File: src/rtl/wb_dma_fifo_periph.sv
// DMA target peripheral: producer words are buffered in a FIFO and drained over Wishbone DATA reads.
// dma_req_o is raised on a fill threshold or a queued packet end. Optional macro WB_DMA_PERIPH_RTY_EN: an empty DATA read returns RTY.
module wb_dma_fifo_periph #(
  parameter int FIFO_DEPTH = 16,
  parameter int DEF_THRESH = 4
) (
  input  logic        clk,
  input  logic        rst_i,
  input  logic [3:2]  wbs_adr_i,
  input  logic [31:0] wbs_dat_i,
  output logic [31:0] wbs_dat_o,
  input  logic [3:0]  wbs_sel_i,
  input  logic        wbs_we_i,
  input  logic        wbs_cyc_i,
  input  logic        wbs_stb_i,
  output logic        wbs_ack_o,
  output logic        wbs_err_o,
  output logic        wbs_rty_o,
  input  logic        prod_valid_i,
  input  logic [31:0] prod_data_i,
  input  logic        prod_last_i,
  output logic        prod_ready_o,
  output logic        dma_req_o,
  input  logic        dma_ack_i,
  output logic        dma_nd_o,
  output logic        dma_rest_o
);
  localparam int L = $clog2(FIFO_DEPTH);
  localparam logic [L:0] FULL_LEVEL = (L+1)'(FIFO_DEPTH);

  logic [31:0]           mem [FIFO_DEPTH];
  logic [FIFO_DEPTH-1:0] tag_reg;
  logic [31:0]           mem_q_reg, reg_q_reg;
  logic [L-1:0]          wr_ptr_reg, rd_ptr_reg;
  logic [L:0]            level_reg, pending_reg, thresh_reg, thr_eff;
  logic en_reg, ovf_reg, req_reg, holdoff_reg, nd_reg, rest_reg;
  logic ack_reg, err_reg, rty_reg, data_sel_reg;
  logic empty, full, bus_req, rd, wr, is_data, is_status, is_ctrl, is_bad;
  logic pop, push, flush, empty_rd, pop_last, err_next, rty_next, ack_next;
  logic [31:0] status_word, ctrl_word;
  logic unused_bits;

  assign unused_bits = ^{wbs_sel_i, wbs_dat_i};

  assign empty     = (level_reg == '0);
  assign full      = (level_reg == FULL_LEVEL);
  assign bus_req   = wbs_cyc_i & wbs_stb_i & ~(ack_reg | err_reg | rty_reg);
  assign rd        = bus_req & ~wbs_we_i;
  assign wr        = bus_req & wbs_we_i;
  assign is_data   = (wbs_adr_i == 2'd0);
  assign is_status = (wbs_adr_i == 2'd1);
  assign is_ctrl   = (wbs_adr_i == 2'd2);
  assign is_bad    = (wbs_adr_i == 2'd3);
  assign empty_rd  = rd & is_data & empty;
  assign pop       = rd & is_data & ~empty;
  assign flush     = wr & is_ctrl & wbs_dat_i[31];
  // A word offered during a flush would land in a FIFO that is being emptied, so it is dropped.
  assign push      = prod_valid_i & ~full & ~flush;
  assign pop_last  = pop & tag_reg[rd_ptr_reg];
  assign thr_eff   = (thresh_reg == '0) ? (L+1)'(1) : thresh_reg;

`ifdef WB_DMA_PERIPH_RTY_EN
  assign rty_next = empty_rd;
  assign err_next = bus_req & ((is_data & wbs_we_i) | is_bad);
`else
  assign rty_next = 1'b0;
  assign err_next = bus_req & ((is_data & wbs_we_i) | is_bad | empty_rd);
`endif
  assign ack_next = bus_req & ~err_next & ~rty_next;

  always_comb begin
    status_word = '0;
    status_word[L:0] = level_reg;
    status_word[8] = empty;
    status_word[9] = full;
    status_word[16] = ovf_reg;
    ctrl_word = '0;
    ctrl_word[0] = en_reg;
    ctrl_word[L+8:8] = thresh_reg;
  end

  // Storage has no reset so it maps onto block RAM; read data is registered every cycle.
  always_ff @(posedge clk) begin
    if (push) begin
      mem[wr_ptr_reg] <= prod_data_i;
      tag_reg[wr_ptr_reg] <= prod_last_i;
    end
    mem_q_reg <= mem[rd_ptr_reg];
  end

  always_ff @(posedge clk or posedge rst_i) begin
    if (rst_i) begin
      ack_reg <= 1'b0; err_reg <= 1'b0; rty_reg <= 1'b0; data_sel_reg <= 1'b0;
      reg_q_reg <= '0;
      wr_ptr_reg <= '0; rd_ptr_reg <= '0; level_reg <= '0; pending_reg <= '0;
      en_reg <= 1'b0; thresh_reg <= (L+1)'(DEF_THRESH); ovf_reg <= 1'b0;
      req_reg <= 1'b0; holdoff_reg <= 1'b0; nd_reg <= 1'b0; rest_reg <= 1'b0;
    end else begin
      ack_reg <= ack_next;
      err_reg <= err_next;
      rty_reg <= rty_next;
      data_sel_reg <= is_data;
      reg_q_reg <= is_status ? status_word : ctrl_word;

      if (flush) begin
        wr_ptr_reg <= '0; rd_ptr_reg <= '0; level_reg <= '0; pending_reg <= '0;
      end else begin
        if (push) wr_ptr_reg <= wr_ptr_reg + 1'b1;
        if (pop)  rd_ptr_reg <= rd_ptr_reg + 1'b1;
        level_reg   <= level_reg + (L+1)'(push) - (L+1)'(pop);
        pending_reg <= pending_reg + (L+1)'(push & prod_last_i) - (L+1)'(pop_last);
      end

      // A same-cycle overflow beats the W1C so an event is never lost.
      if (prod_valid_i & full)                    ovf_reg <= 1'b1;
      else if (wr & is_status & wbs_dat_i[16])    ovf_reg <= 1'b0;

      if (wr & is_ctrl) begin
        en_reg <= wbs_dat_i[0];
        thresh_reg <= wbs_dat_i[L+8:8];
      end

      rest_reg <= flush;
      nd_reg <= pop_last;
      holdoff_reg <= dma_ack_i & req_reg;

      if (flush | ~en_reg)            req_reg <= 1'b0;
      else if (dma_ack_i & req_reg)   req_reg <= 1'b0;
      else if (~holdoff_reg & ((level_reg >= thr_eff) | (pending_reg != '0)))
        req_reg <= 1'b1;
    end
  end

  assign wbs_dat_o    = ack_reg ? (data_sel_reg ? mem_q_reg : reg_q_reg) : '0;
  assign wbs_ack_o    = ack_reg;
  assign wbs_err_o    = err_reg;
  assign wbs_rty_o    = rty_reg;
  assign prod_ready_o = ~full;
  assign dma_req_o    = req_reg;
  assign dma_nd_o     = nd_reg;
  assign dma_rest_o   = rest_reg;
endmodule

File: config.mk
export PLATFORM = sky130hd
export DESIGN_NAME = wb_dma_fifo_periph
export DESIGN_NICKNAME = d
export VERILOG_FILES = /design/src/rtl/wb_dma_fifo_periph.sv
export SDC_FILE = /design/constraint.sdc
export NUM_CORES = 1
export LEC_CHECK = 0
export CORE_ASPECT_RATIO = 1.25
export CORE_MARGIN = 1
export CORE_UTILIZATION = 54
export CTS_CLUSTER_DIAMETER = 100
export DETAILED_ROUTE_END_ITERATION = 7
export MAX_ROUTING_LAYER = met4
export PLACE_DENSITY = 0.76
export SKIP_CTS_REPAIR_TIMING = 1
export SYNTH_ARGS = -nofsm -noshare
export SYNTH_HDL_FRONTEND = slang
export SYNTH_SLANG_ARGS = --single-unit
File: constraint.sdc
create_clock -name clk -period 4.4 [get_ports clk]
set_clock_uncertainty 0.2 [all_clocks]
set_input_delay 0.88 -clock clk [delete_from_list [all_inputs] [get_ports clk]]
set_output_delay 0.88 -clock clk [all_outputs]
set_load 0.01 [all_outputs]
; Word level (Yosys, flattened, before mapping)
; Memory sizes are Yosys's and may differ from the RTL's. A register that Yosys moved wholly into a read port is not among the register bits.
; Index checks and enable logic that the tools add are counted.
[classes]
n_bitwise = 34
n_eq_ne = 4
n_reduce_logical = 9
n_lt_le_gt_ge = 4
mux = 22
addsub = 6
[op_table]
columns = op, count
row1 = $mux W32, 2
row2 = $and A1 B1 Y1, 21
row3 = $mux W17, 1
row4 = $bwmux W16, 1
row5 = $mux W4, 4
row6 = $mux W5, 3
row7 = $add A5 B1 Y5, 2
row8 = $logic_not A5 Y1, 2
row9 = $lt A4 B5 Y1 const B, 2
row10 = $sub A5 B1 Y5, 2
row11 = $mux W1, 9
row12 = $add A4 B1 Y4 const B, 2
row13 = $not A1 Y1, 8
row14 = $reduce_bool A2 Y1, 3
row15 = $eq A5 B5 Y1 const B, 1
row16 = $ge A5 B5 Y1, 1
row17 = $or A1 B1 Y1, 5
row18 = $reduce_bool A5 Y1, 1
row19 = $bmux W1 S4, 1
row20 = $demux W1 S4, 1
row21 = $eq A2 B2 Y1 const B, 2
row22 = $ge A4 B1 Y1 const B, 1
row23 = $reduce_bool A3 Y1, 1
row24 = $eq A2 B1 Y1 const B, 1
row25 = 2 further kinds, 2
[word_totals]
in_bits = 78
mem_count = 1
word_cells = 96
ramBits = 512
output_inout_bits = 39
register_bits = 65
[mem_list]
columns = name, depth, width, read_ports, rd_clocked_by_memory_dff, wr, line
row1 = mem, 16, 32, 1, 1, 1, 31  ; logic [31:0] mem [FIFO_DEPTH];

; Depth between registers and ports, before layout
[depth]
word_depth = 12
ltp_mapped = 16
ltp_nobuf = 16

; Least setup slack after synthesis
; Ideal clock, no wire load.
[synth_path]
path_kind = input -> register
from = input port wbs_stb_i
to = memory mem[3][0], enable pin
n_path_buf = 0
cell_stages = 5
setup_time_ns = 0.464
t_required_ns = 3.736
slack_ns = -0.202
arrival_time_ns = 3.938
cell_sequence = and4bb_1 and4_1 nor2_2 nand2_1 nor3_1
[synth_between]
elab_chain_cells = 9
[synth_lines]
columns = item, line
row1 = start: declaration, 15  ; input logic wbs_stb_i,
row2 = $and A1 B1 Y1 (2 in a row), 47  ; assign bus_req = wbs_cyc_i & wbs_stb_i & ~(ack_reg | err_reg | rty_reg);
row3 = $and A1 B1 Y1, 49  ; assign wr = bus_req & wbs_we_i;
row4 = $and A1 B1 Y1 (2 in a row), 56  ; assign flush = wr & is_ctrl & wbs_dat_i[31];
row5 = $not A1 Y1, 58  ; assign push = prod_valid_i & ~full & ~flush;
row6 = $and A1 B1 Y1, 58
row7 = $mux W1, 84  ; if (push) begin
row8 = $mux W1 (implied by the code), 85  ; mem[wr_ptr_reg] <= prod_data_i;
row9 = end: declaration, 31
; Every way passes these cells.

; Worst setup path in the final report
[layout_path]
from = input port wbs_stb_i
to = register pending_reg[4]
[layout_between]
elab_chain_cells = 11
elab_cells_between_ends = 15
cone_classes = add/sub: 2 / mux: 1 / bitwise: 12
[layout_lines]
columns = item, line
row1 = $and A1 B1 Y1 * (2 in a row), 47
row2 = $and A1 B1 Y1, 49
row3 = $and A1 B1 Y1 (2 in a row), 56
row4 = $not A1 Y1, 58
row5 = $and A1 B1 Y1, 58
row6 = $and A1 B1 Y1, 111  ; pending_reg <= pending_reg + (L+1)'(push & prod_last_i) - (L+1)'(pop_last);
row7 = $add A5 B1 Y5, 111
row8 = $sub A5 B1 Y5, 111
row9 = $mux W5 *, 105  ; if (flush) begin
row10 = end signal: assignment, 111
row11 = end: declaration, 35  ; logic [L:0] level_reg, pending_reg, thresh_reg, thr_eff;
; Every way passes the cells marked *; elsewhere a longest branch is shown, timed or not.
; A chain may end at the register's enable or synchronous reset.

==> impl_metrics.xml <==
<?xml version="1.0" encoding="UTF-8"?>
<metrics>
  <group name="final_layout">
    <metric name="layout.cells.most_common" unit="">edfxtp_1</metric>
    <metric name="largest_register_ffs" unit="">512</metric>
    <metric name="most-common-layout-cells" unit="">edfxtp_1, mux2i_1, clkdlybuf4s50_1, mux4_2, o21ai_0</metric>
    <metric name="final_area" unit="um2">27100</metric>
    <metric name="final_core_util" unit="%">63.1</metric>
    <metric name="fraction_of_layout_cells_with_a_size_suffix_above_1" unit="%">17.7</metric>
    <metric name="area_growth_syn_to_fin" unit="%">15.4</metric>
    <metric name="final_net_count" unit="">1495</metric>
  </group>
  <group name="logic_synthesis">
    <metric name="synth-seq-cells" unit="">603</metric>
    <metric name="synth.yosys.seq_area_share" unit="%">74.8</metric>
    <metric name="synthesis.area" unit="um2">23500</metric>
    <metric name="synth_nets" unit="">1382</metric>
    <metric name="synth_cell_type_count" unit="">48</metric>
    <metric name="post_synth_inst_count" unit="">1281</metric>
    <metric name="synth.avg_cell_area" unit="um2">18.3</metric>
    <metric name="ys.warnings.count" unit="">0</metric>
  </group>
  <group name="sta">
    <metric name="final_min_period_over_clock_period" unit="%">78.9</metric>
    <metric name="finalCriticalPeriod" unit="ns">3.47</metric>
    <metric name="count_of_final_setup_violators" unit="">0</metric>
    <metric name="rsz_0062_raised_after_global_routing" unit="">no</metric>
    <metric name="timing_worst_slew_pin_value" unit="ns">1.20</metric>
    <metric name="clock.fmax" unit="MHz">288</metric>
    <metric name="finalHoldViolations" unit="">0</metric>
    <metric name="final.setup.tns" unit="ns">0</metric>
    <metric name="maxSlewHeadroom" unit="%">20.1</metric>
    <metric name="finalMaxSlewViolations" unit="">0</metric>
  </group>
  <group name="clock_tree">
    <metric name="clockRootBuffer" unit="">clkbuf_16</metric>
    <metric name="clock_insertion_delay_worst_skew" unit="ns">0.59</metric>
    <metric name="cts.htree.levels" unit="">2</metric>
    <metric name="numCtsBuffers" unit="">54</metric>
    <metric name="path_clk_slew" unit="ns">0.07</metric>
    <metric name="cts_tree" unit="">yes</metric>
    <metric name="clock_sink_count" unit="">603</metric>
    <metric name="cts_max_path_buffers" unit="">3</metric>
  </group>
  <group name="route">
    <metric name="route.final.wire_length" unit="um">47800</metric>
    <metric name="wl_met2" unit="um">24400</metric>
    <metric name="initialDrtViolationCount" unit="">1179</metric>
    <metric name="route.detailed.drc" unit="">0</metric>
    <metric name="drtPass1Iterations" unit="">5</metric>
    <metric name="wl_met1" unit="um">19100</metric>
    <metric name="route.top_layer_used" unit="">met4</metric>
    <metric name="post_drt_via_cell_ratio" unit="">5.94</metric>
    <metric name="ant_nets" unit="">0</metric>
    <metric name="num_vias" unit="">11900</metric>
    <metric name="detailroute.wirelength.met3" unit="um">2980</metric>
    <metric name="wl_per_cell" unit="um">23.8</metric>
  </group>
  <group name="pwr">
    <metric name="p_comb_share" unit="%">21.9</metric>
    <metric name="p_sw" unit="W">0.00412</metric>
    <metric name="cellLeakagePower" unit="nW">9.14</metric>
    <metric name="internal_power" unit="W">0.0113</metric>
    <metric name="sequentialPowerShare" unit="%">47.4</metric>
    <metric name="vdd_ir_drop_max" unit="V">0.000658</metric>
    <metric name="switching_share" unit="%">26.8</metric>
    <metric name="clkPwrFrac" unit="%">30.7</metric>
    <metric name="post-layout-total-power" unit="W">0.0154</metric>
    <metric name="power.density" unit="nW/um2">568</metric>
  </group>
  <group name="worst_hold_path">
    <metric name="holdCritPathClass" unit="">reg2reg</metric>
  </group>
  <group name="status">
    <metric name="status" unit="">complete, no violations</metric>
  </group>
  <group name="global_routing">
    <metric name="overflow" unit="">0</metric>
    <metric name="grt_antenna_before_repair" unit="">3</metric>
    <metric name="grt_max_degree" unit="">144</metric>
    <metric name="via_count_of_the_first_global_routing_pass" unit="">12100</metric>
    <metric name="globalRouteTotalUtil" unit="%">22.8</metric>
    <metric name="grt_first_pass_wirelength" unit="um">72400</metric>
  </group>
  <group name="setup_path">
    <metric name="worst_path_most_repeated_cell" unit="">inv_1</metric>
    <metric name="cp_data_arrival_time" unit="ns">3.79</metric>
    <metric name="cp_cell_sequence" unit="">clkdlybuf4s50_1 &gt; and4bb_1 &gt; and4_1 &gt; nor2_2 &gt; nand2_1 &gt; ha_1 &gt; inv_1 &gt; ha_1 &gt; inv_1 &gt; fa_1 &gt; inv_1 &gt; a21oi_1 &gt; nor2_1 &gt; or3_1 &gt; a21oi_1</metric>
    <metric name="setup.worst_path.start_class" unit="">input pin</metric>
    <metric name="crit_type" unit="">in2reg</metric>
    <metric name="required_time_of_the_worst_setup_path" unit="ns">4.72</metric>
    <metric name="end_kind" unit="">register</metric>
    <metric name="worstPathMaxFanout" unit="">6</metric>
    <metric name="max_stage_delay" unit="ns">0.45</metric>
    <metric name="cpMaxStageDelayCell" unit="">clkdlybuf4s50_1</metric>
  </group>
  <group name="floorplan">
    <metric name="initial_core_util" unit="%">54.6</metric>
    <metric name="design.die.area" unit="um2">44300</metric>
    <metric name="core" unit="um2">43000</metric>
    <metric name="floorplan.die.width" unit="um">189</metric>
    <metric name="chipHeight" unit="um">235</metric>
    <metric name="num_ports" unit="">117</metric>
    <metric name="rows" unit="">85</metric>
  </group>
  <group name="placed_design">
    <metric name="dp.final_hpwl" unit="um">25500</metric>
    <metric name="postPlaceCellArea" unit="um2">25300</metric>
    <metric name="place.port_buffers" unit="">87</metric>
    <metric name="gp_congestion" unit="">0.819</metric>
  </group>
  <group name="job">
    <metric name="drv.max_cap_violation_count" unit="">0</metric>
  </group>
</metrics>
-- worst paths after layout --
| check | from | to | slack [ns] | cells past startpoint |
|---|---|---|---|---|
| setup / recovery | wbs_stb_i | pending_reg[4] | 0.93 | 15 |
| hold / removal | thresh_reg[4] | thresh_reg[4] | 0.32 | 1 |
| setup reg to reg | level_reg[2] | pending_reg[4] | 1.00 | 16 |
| hold reg to reg | thresh_reg[4] | thresh_reg[4] | 0.32 | 1 |
| max in group asynchronous | rst_i | rd_ptr_reg[1] | 3.03 | 3 |
| min in group asynchronous | rst_i | reg_q_reg[12] | 0.54 | 3 |
-- cells by family (layout without fill, tap and decap cells) --
| kind of cell | Yosys count | in the layout | share of synthesized area, % |
|---|---|---|---|
| xor gates and xnor gates | 13 | 13 | 0.485 |
| other | 1 | 4 | 0.0160 |
| buffers and inverters | 87 | 246 | 2.05 |
| DFF | 603 | 603 | 74.8 |
| muxes | 216 | 216 | 13.0 |
| and+or+nand+nor | 154 | 154 | 3.40 |
| adders and majority gates | 23 | 23 | 1.29 |
| AOI/OAI and AO/OA | 184 | 184 | 4.88 |
-- synthesized netlist by cell type, drive strengths merged --
master,count,area (um2)
o211a,1,10.0
a21oi,41,205
ha,21,263
inv,19,71.3
fa,2,40.0
edfxtp,528,15900
buf,43,315
mux4,68,1530
a21o,2,15.0
nand3,5,25.0
a221oi,32,280
and4bb,1,12.5
o211ai,2,15.0
nand2,49,184
and3,21,131
nand4bb,2,38.8
dfrtp,42,1050
and2,5,31.3
nor2,37,141
nor4b,3,41.3
or3,2,12.5
a41o,1,10.0
a21boi,1,7.51
mux2i,109,1090
nand2b,4,25.0
xor2,7,61.3
dfxtp,32,641
mux2,39,439
clkbuf,25,93.8
a211oi,1,7.51
nor2b,18,113
and4,1,8.76
nor3,4,20.0
nor3b,1,7.51
o21ai,71,355
nand4,1,6.26
a22oi,32,240
conb,1,3.75
dfstp,1,26.3
xnor2,6,52.6
-- stage by stage --
step	cells	hold WS, ns	setup slack [ns]
3_3_place_gp	1903	0.292	0.359
2_1_floorplan	1281	0.240	0.681
6_report	2008	0.318	0.930
3_5_place_dp	1903	0.300	0.321
4_1_cts	2005	0.323	0.945
5_1_grt	2008	0.350	0.753
-- power by group through the flow --
stage / logic, W / registers, W / clock network (W)
floorplan: 0.00261 / 0.00726 / 0
global placement: 0.00333 / 0.00739 / 0
detailed placement: 0.00340 / 0.00742 / 0
CTS: 0.00342 / 0.00731 / 0.00481
global route: 0.00367 / 0.00736 / 0.00503
finish: 0.00337 / 0.00730 / 0.00473
-- per-layer routing --
metal  GRT usage, %  up-vias
li1               -     5302
met1           29.5     6125
met2           37.5      414
met3           3.03       90
met4           7.26        0
met5              -        -
-- layout make-up --
class | count | area (um2)
sequential | 603 | 17600
fill | 2922 | 15900
multi-input combinational | 591 | 5570
clock buffer | 81 | 1580
timing repair buffer | 125 | 1330
tap | 565 | 707
clock inverter | 21 | 243
inverter | 19 | 71.3
antenna | 3 | 7.51
-- worst max-delay path, delay by kind of cell --
family | cells | cell delay [ns]
adders and majority gates | 3 | 0.69
and+or+nand+nor | 6 | 1.31
AOI/OAI and AO/OA | 2 | 0.27
buffers and inverters | 4 | 0.63
Power figures use the tool's default switching activity.
